File: src/rtl/pipeline_stall_ctrl.sv
// pipeline_stall_ctrl: stall/flush/freeze control for a 5-stage MIPS pipeline
//   Inputs : hazard_detected (load-use), branch_taken_EX, jump_ID,
//            dmem_req / dmem_ready (data-memory handshake)
//   Outputs: pc_write, if_id_write, if_id_flush, id_ex_bubble, pipe_hold,
//            mem_timeout (sticky), stall_cnt / flush_cnt / memwait_cnt (saturating)
module pipeline_stall_ctrl #(
  parameter int MEM_TIMEOUT = 16,
  parameter int CNT_W       = 16
) (
  input  logic             clk,
  input  logic             rst_n,
  input  logic             hazard_detected,
  input  logic             branch_taken_EX,
  input  logic             jump_ID,
  input  logic             dmem_req,
  input  logic             dmem_ready,
  output logic             pc_write,
  output logic             if_id_write,
  output logic             if_id_flush,
  output logic             id_ex_bubble,
  output logic             pipe_hold,
  output logic             mem_timeout,
  output logic [CNT_W-1:0] stall_cnt,
  output logic [CNT_W-1:0] flush_cnt,
  output logic [CNT_W-1:0] memwait_cnt
);
  localparam int WW = $clog2(MEM_TIMEOUT) + 1;
  localparam logic [WW-1:0] WLAST = WW'(MEM_TIMEOUT - 1);
  typedef enum logic [1:0] {RUN, WAIT, ERROR} state_e;
  state_e           state_q, state_d;
  logic [WW-1:0]    wcnt_q, wcnt_d;
  logic             timeout_q;
  logic [CNT_W-1:0] stall_q, flush_q, memwait_q;
  logic             pending, freeze, br, ld, jp;
  assign pending = dmem_req & ~dmem_ready;
  assign freeze  = (state_q == ERROR) | pending;
  // Mutually exclusive priority levels below freeze; a taken branch squashes
  // the instruction a load-use stall would have held.
  assign br = ~freeze & branch_taken_EX;
  assign ld = ~freeze & ~branch_taken_EX & hazard_detected;
  assign jp = ~freeze & ~branch_taken_EX & ~hazard_detected & jump_ID;
  // rst_n gating forces the reset control values while reset is held.
  assign pc_write     = rst_n & ~freeze & ~ld;
  assign if_id_write  = rst_n & ~freeze & ~ld;
  assign if_id_flush  = rst_n & (br | jp);
  assign id_ex_bubble = ~rst_n | br | ld;
  assign pipe_hold    = rst_n & freeze;
  assign mem_timeout  = timeout_q;
  assign stall_cnt    = stall_q;
  assign flush_cnt    = flush_q;
  assign memwait_cnt  = memwait_q;
  // Wait counter is held at zero in RUN so it starts cleared on entry to WAIT.
  always_comb begin
    state_d = state_q;
    wcnt_d  = wcnt_q;
    case (state_q)
      RUN: begin
        state_d = pending ? WAIT : RUN;
        wcnt_d  = '0;
      end
      WAIT: begin
        state_d = !pending ? RUN : (wcnt_q == WLAST ? ERROR : WAIT);
        wcnt_d  = wcnt_q + 1'b1;
      end
      default: state_d = ERROR;
    endcase
  end
  always_ff @(posedge clk or negedge rst_n) begin
    if (!rst_n) begin
      state_q   <= RUN;
      wcnt_q    <= '0;
      timeout_q <= 1'b0;
      stall_q   <= '0;
      flush_q   <= '0;
      memwait_q <= '0;
    end else begin
      state_q   <= state_d;
      wcnt_q    <= wcnt_d;
      timeout_q <= timeout_q | (state_d == ERROR);
      stall_q   <= stall_q + CNT_W'(ld & ~&stall_q);
      flush_q   <= flush_q + CNT_W'((br | jp) & ~&flush_q);
      memwait_q <= memwait_q + CNT_W'(pending & ~&memwait_q);
    end
  end
endmodule

File: config.mk
export PLATFORM = sky130hd
export DESIGN_NAME = pipeline_stall_ctrl
export DESIGN_NICKNAME = d
export VERILOG_FILES = /design/src/rtl/pipeline_stall_ctrl.sv
export SDC_FILE = /design/constraint.sdc
export NUM_CORES = 1
export LEC_CHECK = 0
export CAP_MARGIN = 20
export CORE_MARGIN = 4
export CORE_UTILIZATION = 40
export DETAILED_ROUTE_END_ITERATION = 10
export PLACE_DENSITY = 0.67
export SYNTH_ARGS = -nofsm -noshare
export SYNTH_HDL_FRONTEND = slang
export SYNTH_SLANG_ARGS = --single-unit
File: constraint.sdc
create_clock -name clk -period 4.9 [get_ports clk]
set_input_delay 0.49 -clock clk [delete_from_list [all_inputs] [get_ports clk]]
set_output_delay 0.49 -clock clk [all_outputs]
set_load 0.03 [all_outputs]
# After elaboration in Yosys (flattened, before gate mapping)
# Cells that the tools add are included.
# Widths: inputs -> output; s select.
# word_totals
regBits	56
wordCells	52
# op_classes
n_addsub	4
eq_ne	4
muxes	5
bitwise	25
reduce_logical	8
# op_table
cell	n
$add 16x1->16	3
$reduce_and 16->1	3
$and 1x1->1	13
$pmux 5 s2	1
$not 1->1	6
$or 1x1->1	6
$add 5x1->5 const B	1
$eq 5x4->1 const B	1
$eq 2x2->1 const B	2
$mux 2	2
$pmux 2 s2	1
$logic_not 1->1	3
$eq 2x1->1 const B	1
$logic_not 2->1	1
$reduce_bool 2->1	1
$mux 1	1

# Logic depth before layout (Yosys ltp)
# Gate-level depths: netlist of run 1.
# depth
word_depth	10
ltp_mapped	10

# Least setup slack after synthesis of run 1
# No wires, ideal clock.
# synth_timing
path_kind	input -> register
startpoint	in dmem_req
endpoint	reg flush_q[8], in the netlist flush_cnt[8]
setup_ns	0.137
arrival_ns	2.113
required_ns	4.763
setup_slack_ns	2.650
cell_stages	9
path_buffers	0
cell_sequence	nor2b_1 -> a21oi_1 -> o21ai_0 -> a31oi_1 -> ha_1 -> ha_1 -> nand3_1 -> or2b_1 -> xnor2_1
# synth_via
elab_chain_len	9
word_cells_on_any_way	10
classes_between	add/sub (1); bitwise (9)
# synth_rtl
element	line_no	rtl
from (decl)	15	input logic dmem_req,
$and 1x1->1 *	35	assign pending = dmem_req & ~dmem_ready;
$or 1x1->1 *	36	assign freeze = (state_q == ERROR) | pending;
$not 1->1 *	39, 41	
$and 1x1->1 (3 in series)	41	assign jp = ~freeze & ~branch_taken_EX & ~hazard_detected & jump_ID;
$or 1x1->1 *	81	flush_q <= flush_q + CNT_W'((br | jp) & ~&flush_q);
$and 1x1->1 *	81	
$add 16x1->16 *	81	
to (signal assigned)	81	
to (decl)	33	logic [CNT_W-1:0] stall_q, flush_q, memwait_q;
# Every way passes the cells marked *; elsewhere a longest branch is shown, timed or not.
# A chain may end at the register's enable or synchronous reset.

# Final worst setup path of run 1
# layout_timing
startpoint	in dmem_req
endpoint	out pc_write
# layout_via
elab_chain_len	7
word_cells_on_any_way	8
classes_between	bitwise (8)
# layout_rtl
element	line_no	rtl
$and 1x1->1 *	35	
$or 1x1->1 *	36	
$not 1->1 *	40, 43	
$and 1x1->1 (2 in series)	40	assign ld = ~freeze & ~branch_taken_EX & hazard_detected;
$not 1->1	43	assign pc_write = rst_n & ~freeze & ~ld;
$and 1x1->1 *	43	
to (decl)	17	output logic pc_write,
# Marks and branches as above.

==> results.md, run 1 <==
- Cell with the most instances after synthesis: dfrtp_1
- Synth Instances: ~220
- DRC violation count after routing: 0
- Area enclosed by the die boundary: between 7000 and 8000 µm²
- Clock tree from TritonCTS: built
- Pre-antenna DRT Iters: 4
- Highest net fanout along the worst path: 6
- Pin count of the biggest net entering global routing: 32
- Clock slew seen by the registers of the worst setup and hold paths: approximately 0.1 ns
- Hold WC Path Type: primary input to async pin
- Width of the die: 87.4 µm
- Iteration-0 DRC Markers: between 50 and 60
- Final weighted congestion in routability-driven placement: about 0.81
- VDD IR-drop max: between 0.3 and 0.4 mV
- Final ANT Viol Nets: 0
- Final-report setup violation count: 0
- Post-synthesis share of cell area spent on full adders, half adders and majority gates: 0.0397
- Bufs on Longest Clock Path: 2
- Synth async-reset ratio: 1.00
- Resized cells post-CTS: 0
- Beginning of the worst register-to-register path: state_q[0]
- Worst reg2reg path depth: 9
- Share of synthesized area spent on multiplexers: 0
- Layout Cell Area excl Fill: approximately 3300 µm²
- Period minus WS final: around 2.9 ns
- Worst-case headroom to the max-slew limit: 0.556
- Number of placement rows: 28
- Mean cell area of the mapped netlist: between 10 and 15 µm²
- Post-synth EDFFs: 0
- Nets in the synthesized netlist: approximately 240
- Leakage component of the power: about 1.5 nW
- Port-buffer cells: 60
- Fraction of final layout cells sized beyond drive strength 1: 0.0657
- R2R Path End: flush_cnt[8]
- Filler instances: between 500 and 600
- Fraction of post-synthesis cell area in the top cell type by area: 0.556
- Power per standard cell area: just under 400 nW/µm²
- Worst setup path startpoint: dmem_req
- Period Utilization, post-route: 0.592
- Mapped cell area: ~2500 µm²
- N_diodes: 0
- Clock skew: about 0.0035 ns
- First-pass GRT wire length: 8.55 mm
- Clock tree root buffer cell: clkbuf_8
- Critical path startpoint category: primary input
- Relative area change from synthesis to final layout: 30.9%
- Combinational family with the most area after synthesis: simple AND/OR/NAND/NOR gates
- Max-slew violations: 0
- Number of ports placed on the die boundary: a little over 60
- Max Clock Freq: between 300 and 400 MHz
- Critical Path Sink Type: output port
- Clock latency on the worst-skew pair: roughly 0.30 ns
- Placeable Area: 6030 µm²
- Post-synthesis sequential area ratio: 0.556
- HPWL after DPL: 3.79 mm
- Post-detailed-placement cell area: between 3000 and 4000 µm²
- Simple-gate area share of the yosys netlist: 0.205
- Final layout net count: 303
- Clk sink count: 56
- Total vias in the final route: around 1900
- Cts-stage hold buffer count: 0
- Setup repair after global routing missed its margin: false
- Post-detailed-routing wire length: between 5 and 6 mm
- Post-CTS Repair Setup Buffers: 0
- Accumulated negative setup slack: 0 ns
- Most instantiated cells after synthesis: 56 x dfrtp_1, 26 x xnor2_1, 22 x nand2_1, 18 x nand3_1, 16 x xor2_1
- Via density per instance: between 5 and 6
- Cts bufs inserted: 5
- Initial antenna violation count: 0
- Core occupancy in the finished layout: 0.548
- Final Non-Filler Cells: between 300 and 400
- Area leader, netlist: dfrtp_1
- Status: finished, final reports clean
- Number of cells after detailed placement: roughly 360
- Leftover overflow at the end of global routing: 0
- Final Hold Vio Count: 0
- Synth area leaders: dfrtp_1 56%, xnor2_1 9.0%, xor2_1 5.6%
- Flip-flop cell with the highest count after synthesis: dfrtp_1
- H-tree levels: 2
- Max-cap violation count: 0
- Initial cell density of the core: 0.418
- Worst-case register-to-register setup slack: ~2.5 ns
- Slew at the pin closest to its max-slew limit: 0.666 ns
- Worst path arrival time: around 2.4 ns
- Post-synthesis compound-gate area fraction: 0.0412
- Yosys warning total: 0
- End of the critical path: pc_write
- Via count of the first global-routing pass: ~1800
- Overall track demand over capacity in global routing: 0.143
- #FFs+latches synth: between 50 and 60
- Post-detailed-route wirelength per cell: 13.9 µm
- Xor and xnor area share after synthesis: 0.146
- Die outline height: slightly below 90 µm
- Worst EP required: 4.41 ns
- Kind of critical path: primary input to output port
- Count of unique library cells instantiated by Yosys: 33
metrics by stage:
step,setup WS [ns],total power [W],hold slack (ns)
2_1_floorplan,2.65,0.000853,0.194
3_3_place_gp,1.99,0.00105,0.456
3_5_place_dp,1.91,0.00105,0.462
4_1_cts,1.96,0.00132,0.219
5_1_grt,1.87,0.00137,0.250
6_report,2.00,0.00130,0.208
worst min path at each step:
stage           startpoint           end  slack, ns  cells after the start
6_report             rst_n     wcnt_q[2]       0.21                      1
5_1_grt              rst_n     wcnt_q[2]       0.25                      1
4_1_cts              rst_n   mem_timeout       0.22                      1
3_5_place_dp   mem_timeout   mem_timeout       0.46                      1
3_3_place_gp   mem_timeout   mem_timeout       0.46                      1
2_1_floorplan        rst_n  flush_cnt[0]       0.19                      0
cell type report:
| cell class | count | area (µm²) | share of cell area |
|---|---|---|---|
| repair buffers | 61 | 603 | 0.183 |
| inverters | 5 | 18.8 | 0.00569 |
| clock buffers | 7 | 86.3 | 0.0262 |
| well taps | 75 | 93.8 | 0.0284 |
| multi-input cells | 159 | 1090 | 0.330 |
| flip-flops and latches | 56 | 1400 | 0.425 |
| clock inverters | 1 | 7.51 | 0.00227 |
cell usage in the layout (no fill, tap or decap), types with 2 or more instances in the layout:
master / instances
nand3_1: 18
nor3_1: 3
nand4_2: 2
a21oi_1: 3
nor2_1: 12
nor3_2: 2
and4_1: 4
nor4_1: 2
o21ai_0: 7
nand2_1: 22
dfrtp_1: 56
clkdlybuf4s50_1: 59
inv_1: 5
nand2b_1: 3
xnor2_1: 26
nor2b_1: 3
nand4_1: 11
ha_1: 8
and3_1: 4
clkbuf_8: 6
xor2_1: 16
a31oi_1: 2
sequential cells by signal (all words and copies together) (netlist names):
register / count
mem_timeout: 1
state_q: 2
wcnt_q: 5
flush_cnt: 16
stall_cnt: 16
memwait_cnt: 16
critical path, stage by stage:
cell and delay (ns):
clkdlybuf4s50_1 0.41, nor2b_1 0.14, a21oi_1 0.34, nand2_1 0.11, a21oi_1 0.21, clkdlybuf4s50_1 0.70
report_power, final:
| part | switching (W) | total, W | leakage [nW] | internal (W) |
|---|---|---|---|---|
| sequential | 0.000107 | 0.000641 | 0.745 | 0.000534 |
| clock | 0.000145 | 0.000260 | 0.0445 | 0.000115 |
| combinational | 0.000227 | 0.000400 | 0.664 | 0.000173 |
cell families after synthesis:
kind of cell | after synthesis
DFF | 56
and+or+nand+nor | 92
xor gates and xnor gates | 42
AOI/OAI and AO/OA | 17
buffers and inverters | 7
adders and majority gates | 8
per-layer routing:
| layer | routed length [µm] | vias to the layer above | global-route usage |
|---|---|---|---|
| met2 | 2280 | 53 | 0.222 |
| met1 | 2410 | 891 | 0.194 |
| met5 | 0 | - | 0 |
| met4 | 55 | 0 | 0.0502 |
| li1 | - | 903 | - |
| met3 | 327 | 4 | 0.0331 |
Power figures use the tool's default switching activity.
==> inputs of run 2 (changes only) <==
==> constraint.sdc (replaced) <==
create_clock -name clk -period 2.8 [get_ports clk]
set_input_delay 0.28 -clock clk [delete_from_list [all_inputs] [get_ports clk]]
set_output_delay 0.28 -clock clk [all_outputs]
set_load 0.03 [all_outputs]
==> run 2 against run 1 <==
  * Clock skew rose by 0.0086 ns
  * Hold slack improved by 0.21 ns
  * Cell count rose by 0.55%
  * Setup slack got worse by 1.7 ns
  * Utilization rose by 0.35 points
  * Combinational power rose by 77%
  * First-iteration DRC count fell by 3.4%
  * Global-route usage rose by 0.37 points
  * Critical path depth rose by 1
  * Clock power rose by 79%
  * Sequential power rose by 75%
  * Sequential cell count did not move
  * Critical endpoint is now if_id_write
  * Highest routed layer unchanged
==> results.md, run 2 (synthesis gave the netlist of run 1 again) <==
- Hold WC Path Type: primary input to async pin
- Pre-antenna DRT Iters: 4 (unchanged)
- Iteration-0 DRC Markers: 57 (-3.4%)
- Period minus WS final: roughly 2.5 ns
- Crit path buf inv count: 3 (+1)
- Status: finished, final reports clean
- N_diodes: 0 (unchanged)
- Final layout net count: 305 (+0.66%)
- Dpl ws: 0.122 ns (-1.79 ns)
- Overall power: 0.00229 W (+76%)
- Leftover overflow at the end of global routing: 0 (unchanged)
- Final ANT Viol Nets: 0 (unchanged)
- VDD IR-drop max: 0.538 mV (+73%)
- Highest net fanout along the worst path: 4 (-2)
- Worst path arrival time: 2.26 ns (-0.15 ns)
- Critical Path Sink Type: output port
- Critical-path cell list: clkdlybuf4s50_1 -> nor2b_1 -> a21oi_1 -> buf_4 -> nand2_1 -> a21oi_1 -> clkdlybuf4s50_1
- Placeable Area: 6030 µm² (unchanged)
- Accumulated negative setup slack: 0 ns (unchanged)
- Clock latency on the worst-skew pair: 0.30 ns (about the same)
- HPWL after DPL: 3.88 mm (+2.5%)
- Stage delay of the slowest cell on the critical path: 0.73 ns (+0.03 ns)
- Die outline height: 87.4 µm (unchanged)
- Cts bufs inserted: 5 (unchanged)
- Worst-case headroom to the max-slew limit: 0.644 (+0.0881)
- Worst EP required: 2.52 ns (-1.89 ns)
- Relative area change from synthesis to final layout: 31.8%
- Slew at the pin closest to its max-slew limit: 0.534 ns (-0.132 ns)
- Initial cell density of the core: 0.418 (unchanged)
- DRC violation count after routing: 0 (unchanged)
- Port-buffer cells: 60 (unchanged)
- Setup repair after global routing missed its margin: false
- Number of placement rows: 28 (unchanged)
- Clock tree from TritonCTS: built
- Post-detailed-routing wire length: 5.18 mm (+1.9%)
- Cell with the largest stage delay on the worst path: clkdlybuf4s50_1
- Overall track demand over capacity in global routing: 0.146 (+0.00366)
- Max-slew violations: 0 (unchanged)
- Final weighted congestion in routability-driven placement: 0.817 (+1.0%)
- Clock skew: 0.0121 ns (+0.00863 ns)
- Final-report setup violation count: 0 (unchanged)
- Commonest cells after routing, fill and taps aside: 59 x clkdlybuf4s50_1, 56 x dfrtp_1, 26 x xnor2_1
- Clock slew seen by the registers of the worst setup and hold paths: 0.10 ns (about the same)
- Kind of critical path: primary input to output port
- Bufs on Longest Clock Path: 2 (unchanged)
- Core occupancy in the finished layout: 0.551 (+0.00353)
- Fraction of final layout cells sized beyond drive strength 1: 0.0722 (+0.00642)
- Critical path startpoint category: primary input
- Kind of cell adding the most delay to the critical path: buffers and inverters
- Number of ports placed on the die boundary: 61 (unchanged)
- H-tree levels: 2 (unchanged)
- Via count of the first global-routing pass: 1801 (-1.0%)
- Power per standard cell area: 689 nW/µm² (+75%)
- Total vias in the final route: 1823 (-1.5%)
- Post-detailed-route wirelength per cell: 14.1 µm (+1.4%)
- Period Utilization, post-route: 0.909
- Clk sink count: 56 (unchanged)
- Via density per instance: 4.98 (-2.1%)
- Leakage component of the power: 1.46 nW (+0.52%)
- WHS: 0.417 ns (+0.209 ns)
- Pin count of the biggest net entering global routing: 44 (+38%)
- First-pass GRT wire length: 8.82 mm (+3.1%)
- Clock tree root buffer cell: clkbuf_8
- Max-cap violation count: 0 (unchanged)
- Width of the die: 87.4 µm (unchanged)
- Final Hold Vio Count: 0 (unchanged)
- Initial antenna violation count: 0 (unchanged)
- Area enclosed by the die boundary: 7640 µm² (unchanged)
- Max Clock Freq: slightly below 400 MHz
- Post-route worst setup slack: 0.256 ns (-1.74 ns)
- Most common library cell in the layout ignoring fill and taps: clkdlybuf4s50_1
[run 2: cell types whose count changed in the layout (fill, tap and decap cells not counted), sizes merged]
cell         delta
buf             +1
clkbuf          -1
clkinvlp        +1
dlygate4sd3     +1
[run 2: area by class of cell]
type	count	area [µm²]
inverters	5	18.8
clock buffers	6	82.6
fillers	559	2700
multi-input cells	159	1090
well taps	75	93.8
clock inverters	2	15.0
repair buffers	63	621
flip-flops and latches	56	1400
[run 2: where the power goes]
group          internal (W)  total, W  leakage (nW)  switching, W
clock network      0.000201  0.000465        0.0434      0.000264
logic              0.000305  0.000706         0.673      0.000400
registers          0.000934   0.00112         0.745      0.000186
[run 2: timing repair]
action | in CTS | in global routing
endpoints found under the hold margin | 13 | 0
resized for setup | 0 | 0
setup buffers | 0 | 0
hold buffers | 1 | 0
[run 2: through the flow]
step,cell area (µm²),instances
global placement,3210,357
floorplan,2520,222
finish,3320,366
CTS,3320,366
detailed placement,3210,357
global route,3320,366
[run 2: worst paths after layout]
path	start	slack (ns)	to	cells past startpoint
max	dmem_req	0.26	if_id_write	7
min	rst_n	0.42	stall_cnt[13]	2
max reg2reg	state_q[0]	0.49	flush_cnt[8]	9
min reg2reg	mem_timeout	0.48	mem_timeout	1
max in group asynchronous	rst_n	1.52	state_q[1]	3
min in group clk	mem_timeout	0.48	mem_timeout	1
[run 2: routing by layer]
| metal | global-route usage | up-vias | part of all wire |
|---|---|---|---|
| li1 | - | 909 | - |
| met1 | 0.204 | 865 | 0.47 |
| met2 | 0.223 | 47 | 0.45 |
| met3 | 0.0378 | 2 | 0.067 |
| met4 | 0.0460 | 0 | 0.0075 |
| met5 | 0 | - | 0 |
